**src/rtl/kamus_pkg.sv**
```systemverilog
// Shared types and constants for the kamus_mem load/store stage.
package kamus_pkg;

  typedef enum logic [1:0] {
    MEM_NONE  = 2'd0,
    MEM_LOAD  = 2'd1,
    MEM_STORE = 2'd2
  } mem_op_e;

  typedef enum logic [1:0] {
    SZ_B = 2'd0,
    SZ_H = 2'd1,
    SZ_W = 2'd2
  } mem_size_e;

  typedef enum logic [1:0] {
    ST_IDLE   = 2'd0,
    ST_REQ    = 2'd1,
    ST_WAIT_R = 2'd2,
    ST_DONE   = 2'd3
  } state_e;

  localparam logic [3:0] CAUSE_LOAD_MISALIGN  = 4'd4;
  localparam logic [3:0] CAUSE_STORE_MISALIGN = 4'd6;

endpackage

```
**src/rtl/kamus_lsu_align.sv**
```systemverilog
// Combinational lane logic: store byte-enables/data replication from the live request,
// misalignment detect, and load extract/extend from the captured request.
module kamus_lsu_align
  import kamus_pkg::*;
(
  input  logic [1:0]  st_size_i,
  input  logic [1:0]  st_off_i,
  input  logic [31:0] st_data_i,
  output logic [3:0]  be_o,
  output logic [31:0] wdata_o,
  output logic        misaligned_o,
  input  logic [1:0]  ld_size_i,
  input  logic [1:0]  ld_off_i,
  input  logic        ld_unsigned_i,
  input  logic [31:0] rdata_i,
  output logic [31:0] ld_data_o
);

  // Offset truncated to the natural alignment of the access size.
  function automatic logic [1:0] eff_off(input logic [1:0] size, input logic [1:0] off);
    case (size)
      SZ_B:    eff_off = off;
      SZ_H:    eff_off = {off[1], 1'b0};
      default: eff_off = 2'b00;
    endcase
  endfunction

  logic [1:0] w_st_off;
  logic [1:0] w_ld_off;
  logic [7:0] w_byte;
  logic [15:0] w_half;

  assign w_st_off = eff_off(st_size_i, st_off_i);
  assign w_ld_off = eff_off(ld_size_i, ld_off_i);

  always_comb begin
    // NOTE: every output gets a default first so no path can infer a latch.
    be_o         = 4'hF;
    wdata_o      = st_data_i;
    misaligned_o = 1'b0;
    case (st_size_i)
      SZ_B: begin
        be_o    = 4'b0001 << w_st_off;
        wdata_o = {4{st_data_i[7:0]}};
      end
      SZ_H: begin
        be_o         = 4'b0011 << w_st_off;
        wdata_o      = {2{st_data_i[15:0]}};
        misaligned_o = st_off_i[0];
      end
      default: misaligned_o = (st_off_i != 2'b00);
    endcase
  end

  always_comb begin
    w_byte    = rdata_i[7:0];
    w_half    = w_ld_off[1] ? rdata_i[31:16] : rdata_i[15:0];
    ld_data_o = rdata_i;
    case (w_ld_off)
      2'd1:    w_byte = rdata_i[15:8];
      2'd2:    w_byte = rdata_i[23:16];
      2'd3:    w_byte = rdata_i[31:24];
      default: w_byte = rdata_i[7:0];
    endcase
    case (ld_size_i)
      SZ_B:    ld_data_o = {{24{~ld_unsigned_i & w_byte[7]}}, w_byte};
      SZ_H:    ld_data_o = {{16{~ld_unsigned_i & w_half[15]}}, w_half};
      default: ld_data_o = rdata_i;
    endcase
  end

endmodule

```
**src/rtl/kamus_mem.sv**
```systemverilog
// Memory/load-store stage: req/gnt/rvalid data port, registered writeback, upstream stall.
// Optional misaligned-access trap enabled by defining KAMUS_MISALIGN_TRAP_EN.
module kamus_mem
  import kamus_pkg::*;
#(
  parameter int ADDR_W = 32
) (
  input  logic              clk_i,
  input  logic              rst_i,
  input  logic              valid_i,
  output logic              ready_o,
  input  logic [1:0]        mem_op_i,
  input  logic [1:0]        mem_size_i,
  input  logic              mem_unsigned_i,
  input  logic [4:0]        rd_i,
  input  logic [31:0]       ex_i,
  input  logic [31:0]       rs2_value_i,
  output logic              dmem_req_o,
  output logic              dmem_we_o,
  output logic [ADDR_W-1:0] dmem_addr_o,
  output logic [3:0]        dmem_be_o,
  output logic [31:0]       dmem_wdata_o,
  input  logic              dmem_gnt_i,
  input  logic              dmem_rvalid_i,
  input  logic [31:0]       dmem_rdata_i,
  output logic              wb_valid_o,
  output logic              wb_we_o,
  output logic [4:0]        wb_rd_o,
  output logic [31:0]       wb_data_o,
  output logic              exc_o,
  output logic [3:0]        exc_cause_o,
  output logic [31:0]       exc_addr_o
);

  state_e      r_state;
  logic        r_is_store;
  logic [1:0]  r_size;
  logic        r_unsigned;
  logic [31:0] r_ex;
  logic [3:0]  r_be;
  logic [31:0] r_wdata;
  logic        r_wb_we;
  logic [4:0]  r_wb_rd;
  logic [31:0] r_wb_data;

  logic        w_accept;
  logic        w_in_req;
  logic        w_is_mem;
  logic        w_is_load;
  logic        w_trap;
  logic [3:0]  w_be;
  logic [31:0] w_wdata;
  logic        w_misaligned;
  logic [31:0] w_ld_data;

  kamus_lsu_align u_align (
    .st_size_i     (mem_size_i),
    .st_off_i      (ex_i[1:0]),
    .st_data_i     (rs2_value_i),
    .be_o          (w_be),
    .wdata_o       (w_wdata),
    .misaligned_o  (w_misaligned),
    .ld_size_i     (r_size),
    .ld_off_i      (r_ex[1:0]),
    .ld_unsigned_i (r_unsigned),
    .rdata_i       (dmem_rdata_i),
    .ld_data_o     (w_ld_data)
  );

  // Held low during reset so every output is 0 while rst_i is asserted.
  assign ready_o   = (r_state == ST_IDLE) & ~rst_i;
  assign w_accept  = valid_i & ready_o;
  assign w_is_load = (mem_op_i == MEM_LOAD);
  assign w_is_mem  = w_is_load | (mem_op_i == MEM_STORE);
  assign w_in_req  = (r_state == ST_REQ);

`ifdef KAMUS_MISALIGN_TRAP_EN
  logic        r_exc;
  logic [3:0]  r_exc_cause;

  assign w_trap = w_is_mem & w_misaligned;

  always_ff @(posedge clk_i or posedge rst_i) begin
    if (rst_i) begin
      r_exc       <= 1'b0;
      r_exc_cause <= 4'd0;
    end else if (w_accept) begin
      r_exc       <= w_trap;
      r_exc_cause <= w_is_load ? CAUSE_LOAD_MISALIGN : CAUSE_STORE_MISALIGN;
    end
  end

  assign exc_o       = (r_state == ST_DONE) & r_exc;
  assign exc_cause_o = exc_o ? r_exc_cause : 4'd0;
  assign exc_addr_o  = exc_o ? r_ex : 32'd0;
`else
  logic w_unused_misaligned;
  assign w_unused_misaligned = w_misaligned;
  assign w_trap      = 1'b0;
  assign exc_o       = 1'b0;
  assign exc_cause_o = 4'd0;
  assign exc_addr_o  = 32'd0;
`endif

  // NOTE: the async reset clears only control/capture flops; there is no storage array here.
  always_ff @(posedge clk_i or posedge rst_i) begin
    if (rst_i) begin
      r_state    <= ST_IDLE;
      r_is_store <= 1'b0;
      r_size     <= 2'd0;
      r_unsigned <= 1'b0;
      r_ex       <= 32'd0;
      r_be       <= 4'd0;
      r_wdata    <= 32'd0;
      r_wb_we    <= 1'b0;
      r_wb_rd    <= 5'd0;
      r_wb_data  <= 32'd0;
    end else begin
      // NOTE: state flops use non-blocking assignment so all updates see pre-edge values.
      case (r_state)
        ST_IDLE: if (w_accept) begin
          r_is_store <= (mem_op_i == MEM_STORE);
          r_size     <= mem_size_i;
          r_unsigned <= mem_unsigned_i;
          r_ex       <= ex_i;
          r_be       <= w_be;
          r_wdata    <= w_wdata;
          r_wb_rd    <= rd_i;
          r_wb_data  <= ex_i;
          r_wb_we    <= (rd_i != 5'd0) & (mem_op_i != MEM_STORE) & ~w_trap;
          r_state    <= (w_is_mem & ~w_trap) ? ST_REQ : ST_DONE;
        end
        ST_REQ: if (dmem_gnt_i) begin
          r_state <= r_is_store ? ST_DONE : ST_WAIT_R;
        end
        ST_WAIT_R: if (dmem_rvalid_i) begin
          r_wb_data <= w_ld_data;
          r_state   <= ST_DONE;
        end
        default: r_state <= ST_IDLE;
      endcase
    end
  end

  assign dmem_req_o   = w_in_req;
  assign dmem_we_o    = w_in_req & r_is_store;
  assign dmem_addr_o  = w_in_req ? {r_ex[ADDR_W-1:2], 2'b00} : '0;
  assign dmem_be_o    = w_in_req ? r_be : 4'd0;
  assign dmem_wdata_o = w_in_req ? r_wdata : 32'd0;

  assign wb_valid_o = (r_state == ST_DONE);
  assign wb_we_o    = r_wb_we;
  assign wb_rd_o    = r_wb_rd;
  assign wb_data_o  = r_wb_data;

endmodule

```
**config.mk**
```make
export PLATFORM = sky130hd
export DESIGN_NAME = kamus_mem
export DESIGN_NICKNAME = d
export VERILOG_FILES = /design/src/rtl/kamus_pkg.sv /design/src/rtl/kamus_lsu_align.sv /design/src/rtl/kamus_mem.sv
export SDC_FILE = /design/constraint.sdc
export NUM_CORES = 1
export LEC_CHECK = 0
export CAP_MARGIN = 0
export CORE_ASPECT_RATIO = 1.25
export CORE_MARGIN = 2
export CORE_UTILIZATION = 47
export CTS_CLUSTER_SIZE = 30
export DETAILED_ROUTE_END_ITERATION = 8
export PLACE_DENSITY = 0.87
export SETUP_SLACK_MARGIN = 0.1
export SLEW_MARGIN = 20
export SYNTH_ARGS = -nofsm -noshare
export SYNTH_HDL_FRONTEND = slang
export SYNTH_SLANG_ARGS = --single-unit
```
**constraint.sdc**
```tcl
create_clock -name clk_i -period 9.63 [get_ports clk_i]
set_input_delay 0.963 -clock clk_i [delete_from_list [all_inputs] [get_ports clk_i]]
set_output_delay 0.963 -clock clk_i [all_outputs]
set_load 0.02 [all_outputs]
```
# After elaboration in Yosys (flattened, before gate mapping)
# Cells that the tools add are included.
[totals]
reg_bits = 112
in_bits = 111
output_inout_bits = 147
elab_cells = 62
[classes]
n_eq_ne = 14
shift = 2
mux = 19
n_bitwise = 9
reduce_logical = 8
[ops]
columns = ["op", "count"]
rows = [
  ["one-hot mux 32 bit (2 select lines)", 3],
  ["2-to-1 mux 32 bit", 4],
  ["one-hot mux 8 bit (3 select lines)", 1],
  ["2-to-1 mux 16 bit", 1],
  ["== test 2 x 1 -> 1 bit (second input constant)", 5],
  ["== test 2 bit (second input constant)", 5],
  ["2-to-1 mux 2 bit", 4],
  ["!= test 2 bit (second input constant)", 4],
  ["one-hot mux 2 bit (2 select lines)", 2],
  ["one-hot mux 4 bit (2 select lines)", 1],
  ["AND 1 bit", 6],
  ["zero test 2 bit", 3],
  ["one-hot mux 2 bit (3 select lines)", 1],
  ["AND reduction 3 bit", 2],
  ["nonzero test 5 bit", 1],
  ["2-to-1 mux 4 bit", 1],
  ["left shift 1 x 2 -> 4 bit (first input constant)", 1],
  ["left shift 2 x 2 -> 4 bit (first input constant)", 1],
  ["NOT 1 bit", 2],
  ["AND reduction 2 bit", 1],
  ["nonzero test 2 bit", 1],
  ["2-to-1 mux 1 bit", 1],
  ["OR 1 bit", 1],
]

# Logic depth before layout (Yosys ltp)
[depth]
word_depth = 8
depth_mapped = 9
ltp_nobuf = 6

# Hierarchy
# A second synthesis with hierarchy kept.
[unflattened]
cells_unflattened = 583
area_unflattened_um2 = 6730.2
[by_module_without_submodules]
columns = ["mod", "instances", "cells_per_inst", "area_each_um2", "seq_area_each_um2"]
rows = [
  ["kamus_mem", 1, 410, 5447.7, 2802.7],
  ["kamus_lsu_align", 1, 173, 1282.5, 0.0],
]

# Least setup slack after synthesis
# OpenSTA, ideal clock, no wires.
[synth_timing]
path_kind = "register to output"
from = "register r_state[1]"
to = "output dmem_addr_o[15]"
arrival_ps = 1511
required_ps = 8667
slack_ps = 7156
stages_incl_launch_ff = 6
n_path_buf = 2
cell_sequence = "dfrtp_1 > inv_1 > ha_1 > clkbuf_1 > clkbuf_1 > and2_1"
[synth_via]
elab_chain_cells = 2
[synth_lines]
columns = ["item", "line", "rtl"]
rows = [
  ["start: declaration", "kamus_mem.sv:35", "state_e r_state;"],
  ["start signal: assignment", "kamus_mem.sv:131", "r_state <= (w_is_mem & ~w_trap) ? ST_REQ : ST_DONE;"],
  ["start signal: assignment", "kamus_mem.sv:134", "r_state <= r_is_store ? ST_DONE : ST_WAIT_R;"],
  ["== test 2 x 1 -> 1 bit", "kamus_mem.sv:75", "assign w_in_req = (r_state == ST_REQ);"],
  ["via dmem_req_o", "kamus_mem.sv:18", "output logic dmem_req_o,"],
  ["2-to-1 mux 32 bit", "kamus_mem.sv:147", "assign dmem_addr_o = w_in_req ? {r_ex[ADDR_W-1:2], 2'b00} : '0;"],
  ["end: declaration", "kamus_mem.sv:20", "output logic [ADDR_W-1:0] dmem_addr_o,"],
]
# The timed path passes the listed nets, and every way through them passes these cells.

# Final worst setup path
[layout_timing]
from = "input rst_i"
to = "register r_wb_data[11], in the netlist wb_data_o[11]"
[layout_via]
elab_chain_cells = 5
[layout_lines]
columns = ["item", "line", "rtl"]
rows = [
  ["start: declaration", "kamus_mem.sv:9", "input logic rst_i,"],
  ["NOT 1 bit", "kamus_mem.sv:71", "assign ready_o = (r_state == ST_IDLE) & ~rst_i;"],
  ["AND 1 bit", "kamus_mem.sv:71", ""],
  ["AND 1 bit", "kamus_mem.sv:72", "assign w_accept = valid_i & ready_o;"],
  ["!= test 2 bit (no source line)", "--", ""],
  ["AND reduction 3 bit (no source line)", "--", ""],
  ["end signal: assignment", "kamus_mem.sv:129", "r_wb_data <= ex_i;"],
  ["end signal: assignment", "kamus_mem.sv:137", "r_wb_data <= w_ld_data;"],
  ["end: declaration", "kamus_mem.sv:44", "logic [31:0] r_wb_data;"],
]
# No other way between the ends.
# A chain may end at the register's enable or synchronous reset.

==> impl_metrics.py <==
metrics = {
    "outcome": {
        "outcome": "completed",
    },
    "drt": {
        "post_drt_wl_per_cell_um": 18.45,
        "drtIter0Drc": 349,
        "wl_um": 18150,
        "drc_errors": 0,
        "vias_per_cell": 5.443,
        "vias": 5356,
        "drt_first_pass_iters": 7,
        "ant_nets": 0,
    },
    "floorplanning": {
        "rows": 47,
        "core-area_sq_um": 13110,
        "die_area_sq_um": 14200,
        "fp.dieH_um": 132.7,
        "ios": 258,
        "start_util_pct": 47.51,
        "fp.dieW_um": 107.0,
    },
    "place": {
        "port_buffers": 218,
        "place.gp.congestion": 0.8896,
        "hpwl_um": 13150,
    },
    "timing": {
        "tns_ns": 0,
        "skew_ns": 0.008072,
        "period_needed_ns": 3.879,
        "finalHoldViolations": 0,
        "tightestPinTransition_ns": 0.9805,
        "max_freq_mhz": 257.8,
        "setup_violations": 0,
        "maxSlewHeadroom_pct": 34.56,
        "drv_slew": 0,
        "rsz0062_at_grt": "no",
        "finalCritPeriodShare_pct": 40.28,
    },
    "clocking": {
        "cts_made_buffers": 9,
        "cts_resized": 0,
        "clk_latency_ns": 0.34,
        "cts_tree": "built",
        "clk_pin_slew_worst_paths_ns": 0.08,
        "htreeDepth": 3,
        "ctsHoldBuffers": 0,
        "clockBufferDepth": 2,
        "cts_num_sinks": 112,
        "cts_setup_buffers": 0,
        "cts_root_buffer": "clkbuf_16",
    },
    "pwr": {
        "p_per_area_nw_per_um2": 317.1,
        "p_comb_share_pct": 54.0,
        "peakVddDrop_v": 0.0001477,
        "power_leakage_nw": 3.654,
        "internal_power_mw": 1.598,
        "switchingPower_mw": 1.128,
        "switching_share_pct": 41.38,
        "clkPwrFrac_pct": 14.5,
        "seqPwrFrac_pct": 31.6,
    },
    "hold_path": {
        "hold_path.class": "reg -> reg",
    },
    "grt": {
        "grt_overflow": 0,
        "grt_usage_pct": 25.24,
        "grt_max_degree": 92,
        "grt_antenna_before_repair": 0,
        "grt_pass1_vias": 5291,
        "grt_pass1_wl_um": 28140,
    },
    "synth": {
        "async_reset_ff_share_pct": 100.0,
        "syn_area_sq_um": 6231,
        "syn_area_per_cell_sq_um": 10.02,
        "ys_seq_area_share_pct": 44.98,
        "yosys-top-cells-area": "dfrtp_1, mux2_2, and2_1",
        "yosys.area.top_type": "dfrtp_1",
        "syn_inst": 622,
        "synth_edf_count": 0,
        "synth_ff_type": "dfrtp_1",
        "ys_warn_count": 0,
        "ys_ff_latch": 112,
        "synthDominantCellAreaShare_pct": 44.98,
        "yosysUniqueCellTypes": 42,
    },
    "final_layout": {
        "utilization_pct": 65.57,
        "area_delta_synth_final_pct": 37.99,
        "drive_gt1_share_pct": 9.840,
        "n_antenna_cell": 0,
        "nets": 924,
    },
    "worst_setup_path": {
        "rrSetupSlack_ns": 6.07,
        "cp_max_fo": 91,
        "worstPathArrival_ns": 4.12,
        "cp-end-kind": "flip-flop",
        "cp-start-kind": "input pin",
        "worstSetupPathType": "in -> reg",
        "cp.required_ns": 9.87,
    },
    "job": {
        "max-cap-violations": 0,
    },
}
## cells in the final DEF, fill, tap and decap left out, types with 2 or more instances in the layout
| cell | n |
|---|---|
| nand3b_1 | 8 |
| nand2_1 | 40 |
| dfrtp_1 | 112 |
| mux2i_1 | 26 |
| and2_1 | 67 |
| a211o_1 | 7 |
| a22o_1 | 4 |
| o21ai_0 | 47 |
| o22ai_1 | 13 |
| conb_1 | 39 |
| a21o_1 | 6 |
| clkdlybuf4s50_1 | 218 |
| a21oi_1 | 29 |
| clkbuf_16 | 9 |
| nand2b_1 | 3 |
| o31ai_1 | 2 |
| ha_1 | 4 |
| inv_8 | 2 |
| nor2b_1 | 9 |
| inv_6 | 2 |
| o211ai_1 | 4 |
| a222oi_1 | 7 |
| and3_1 | 3 |
| inv_1 | 10 |
| nor2_1 | 44 |
| buf_4 | 5 |
| a211oi_1 | 2 |
| a221oi_2 | 2 |
| mux2_2 | 49 |
| nor3_1 | 2 |
| a221oi_1 | 21 |
## cells by family (layout without fill, tap and decap cells)
kind of cell	Yosys count	in the layout	share of synthesized area [%]
AND/OR/NAND/NOR	179	179	14.94
AO/OA/AOI/OAI	153	153	16.77
multiplexers	75	75	13.03
flip-flops	112	112	44.98
adder cells (fa/ha/maj)	5	5	1.004
buffers and inverters	97	250	9.217
other	1	39	0.06018
## final timing paths
kind / start / end / cells after the start
setup / recovery: rst_i / wb_data_o[11] / 6
hold / removal: r_be[2] / r_be[2] / 2
setup reg to reg: r_state[0] / wb_data_o[11] / 7
hold reg to reg: r_be[2] / r_be[2] / 2
max in group asynchronous: rst_i / wb_rd_o[2] / 3
min in group asynchronous: rst_i / r_is_store / 2
## stage by stage
| step | hold slack, ns | instance area [sq um] | worst slack, ns | power (mW) | instances |
|---|---|---|---|---|---|
| after global placement | 0.4442 | 8279 | 5.496 | 2.284 | 968 |
| after detailed placement | 0.4489 | 8279 | 5.371 | 2.330 | 968 |
| after CTS | 0.4683 | 8588 | 5.737 | 2.731 | 984 |
| after global routing | 0.5065 | 8598 | 5.442 | 2.901 | 984 |
| final | 0.4641 | 8598 | 5.751 | 2.726 | 984 |
| after floorplan | 0.4311 | 6374 | 5.708 | 1.791 | 660 |
## cell type report
class / instances / area [sq um]
well taps: 171 / 214.0
clock buffers: 9 / 225.2
clock inverters: 7 / 83.83
flip-flops and latches: 112 / 2803
fillers: 1083 / 4516
inverters: 11 / 43.79
multi-input cells: 451 / 3009
repair buffers: 223 / 2220
## worst max-delay path: stages
cell	delay, ns
clkdlybuf4s50_1	0.56
nand3b_4	0.35
buf_4	0.77
a211o_1	0.84
a21oi_2	0.24
a221oi_1	0.36
## cells in the mapped netlist (all sizes together), types with 4 or more instances
cell type,number
dfrtp,112
and2,67
buf,56
mux2,49
o21ai,49
nor2,44
nand2,40
a21oi,30
clkbuf,30
mux2i,26
a221oi,23
o22ai,13
inv,11
nand3b,9
nor2b,9
a211o,7
a222oi,7
a21o,6
ha,5
a22o,4
o211ai,4
## registers in the layout, summed over array words and instances (netlist names)
name,cells
r_ex,32
r_wdata,32
wb_data_o,32
wb_rd_o,5
r_be,4
r_size,2
r_state,2
r_is_store,1
r_unsigned,1
wb_we_o,1
## power by group through the flow
stage                     clock network [mW]  registers, mW  logic [mW]
after CTS                              0.402          0.857        1.47
final                                  0.394          0.860        1.47
after floorplan                            0          0.909       0.882
after detailed placement                   0          0.864        1.47
after global placement                     0          0.854        1.43
after global routing                   0.423          0.890        1.59
## metal layers
layer  up-vias  track usage, %  part of all wire [%]  wire length, um
met5         -               0                     0                0
met4         0           11.40                   4.4              790
met3        48           6.305                   8.2             1490
met2       284           43.52                    50             9066
met1      2546           29.39                    37             6806
li1       2478               -                     -                -
No activity file was read; power rests on OpenSTA's default activity.
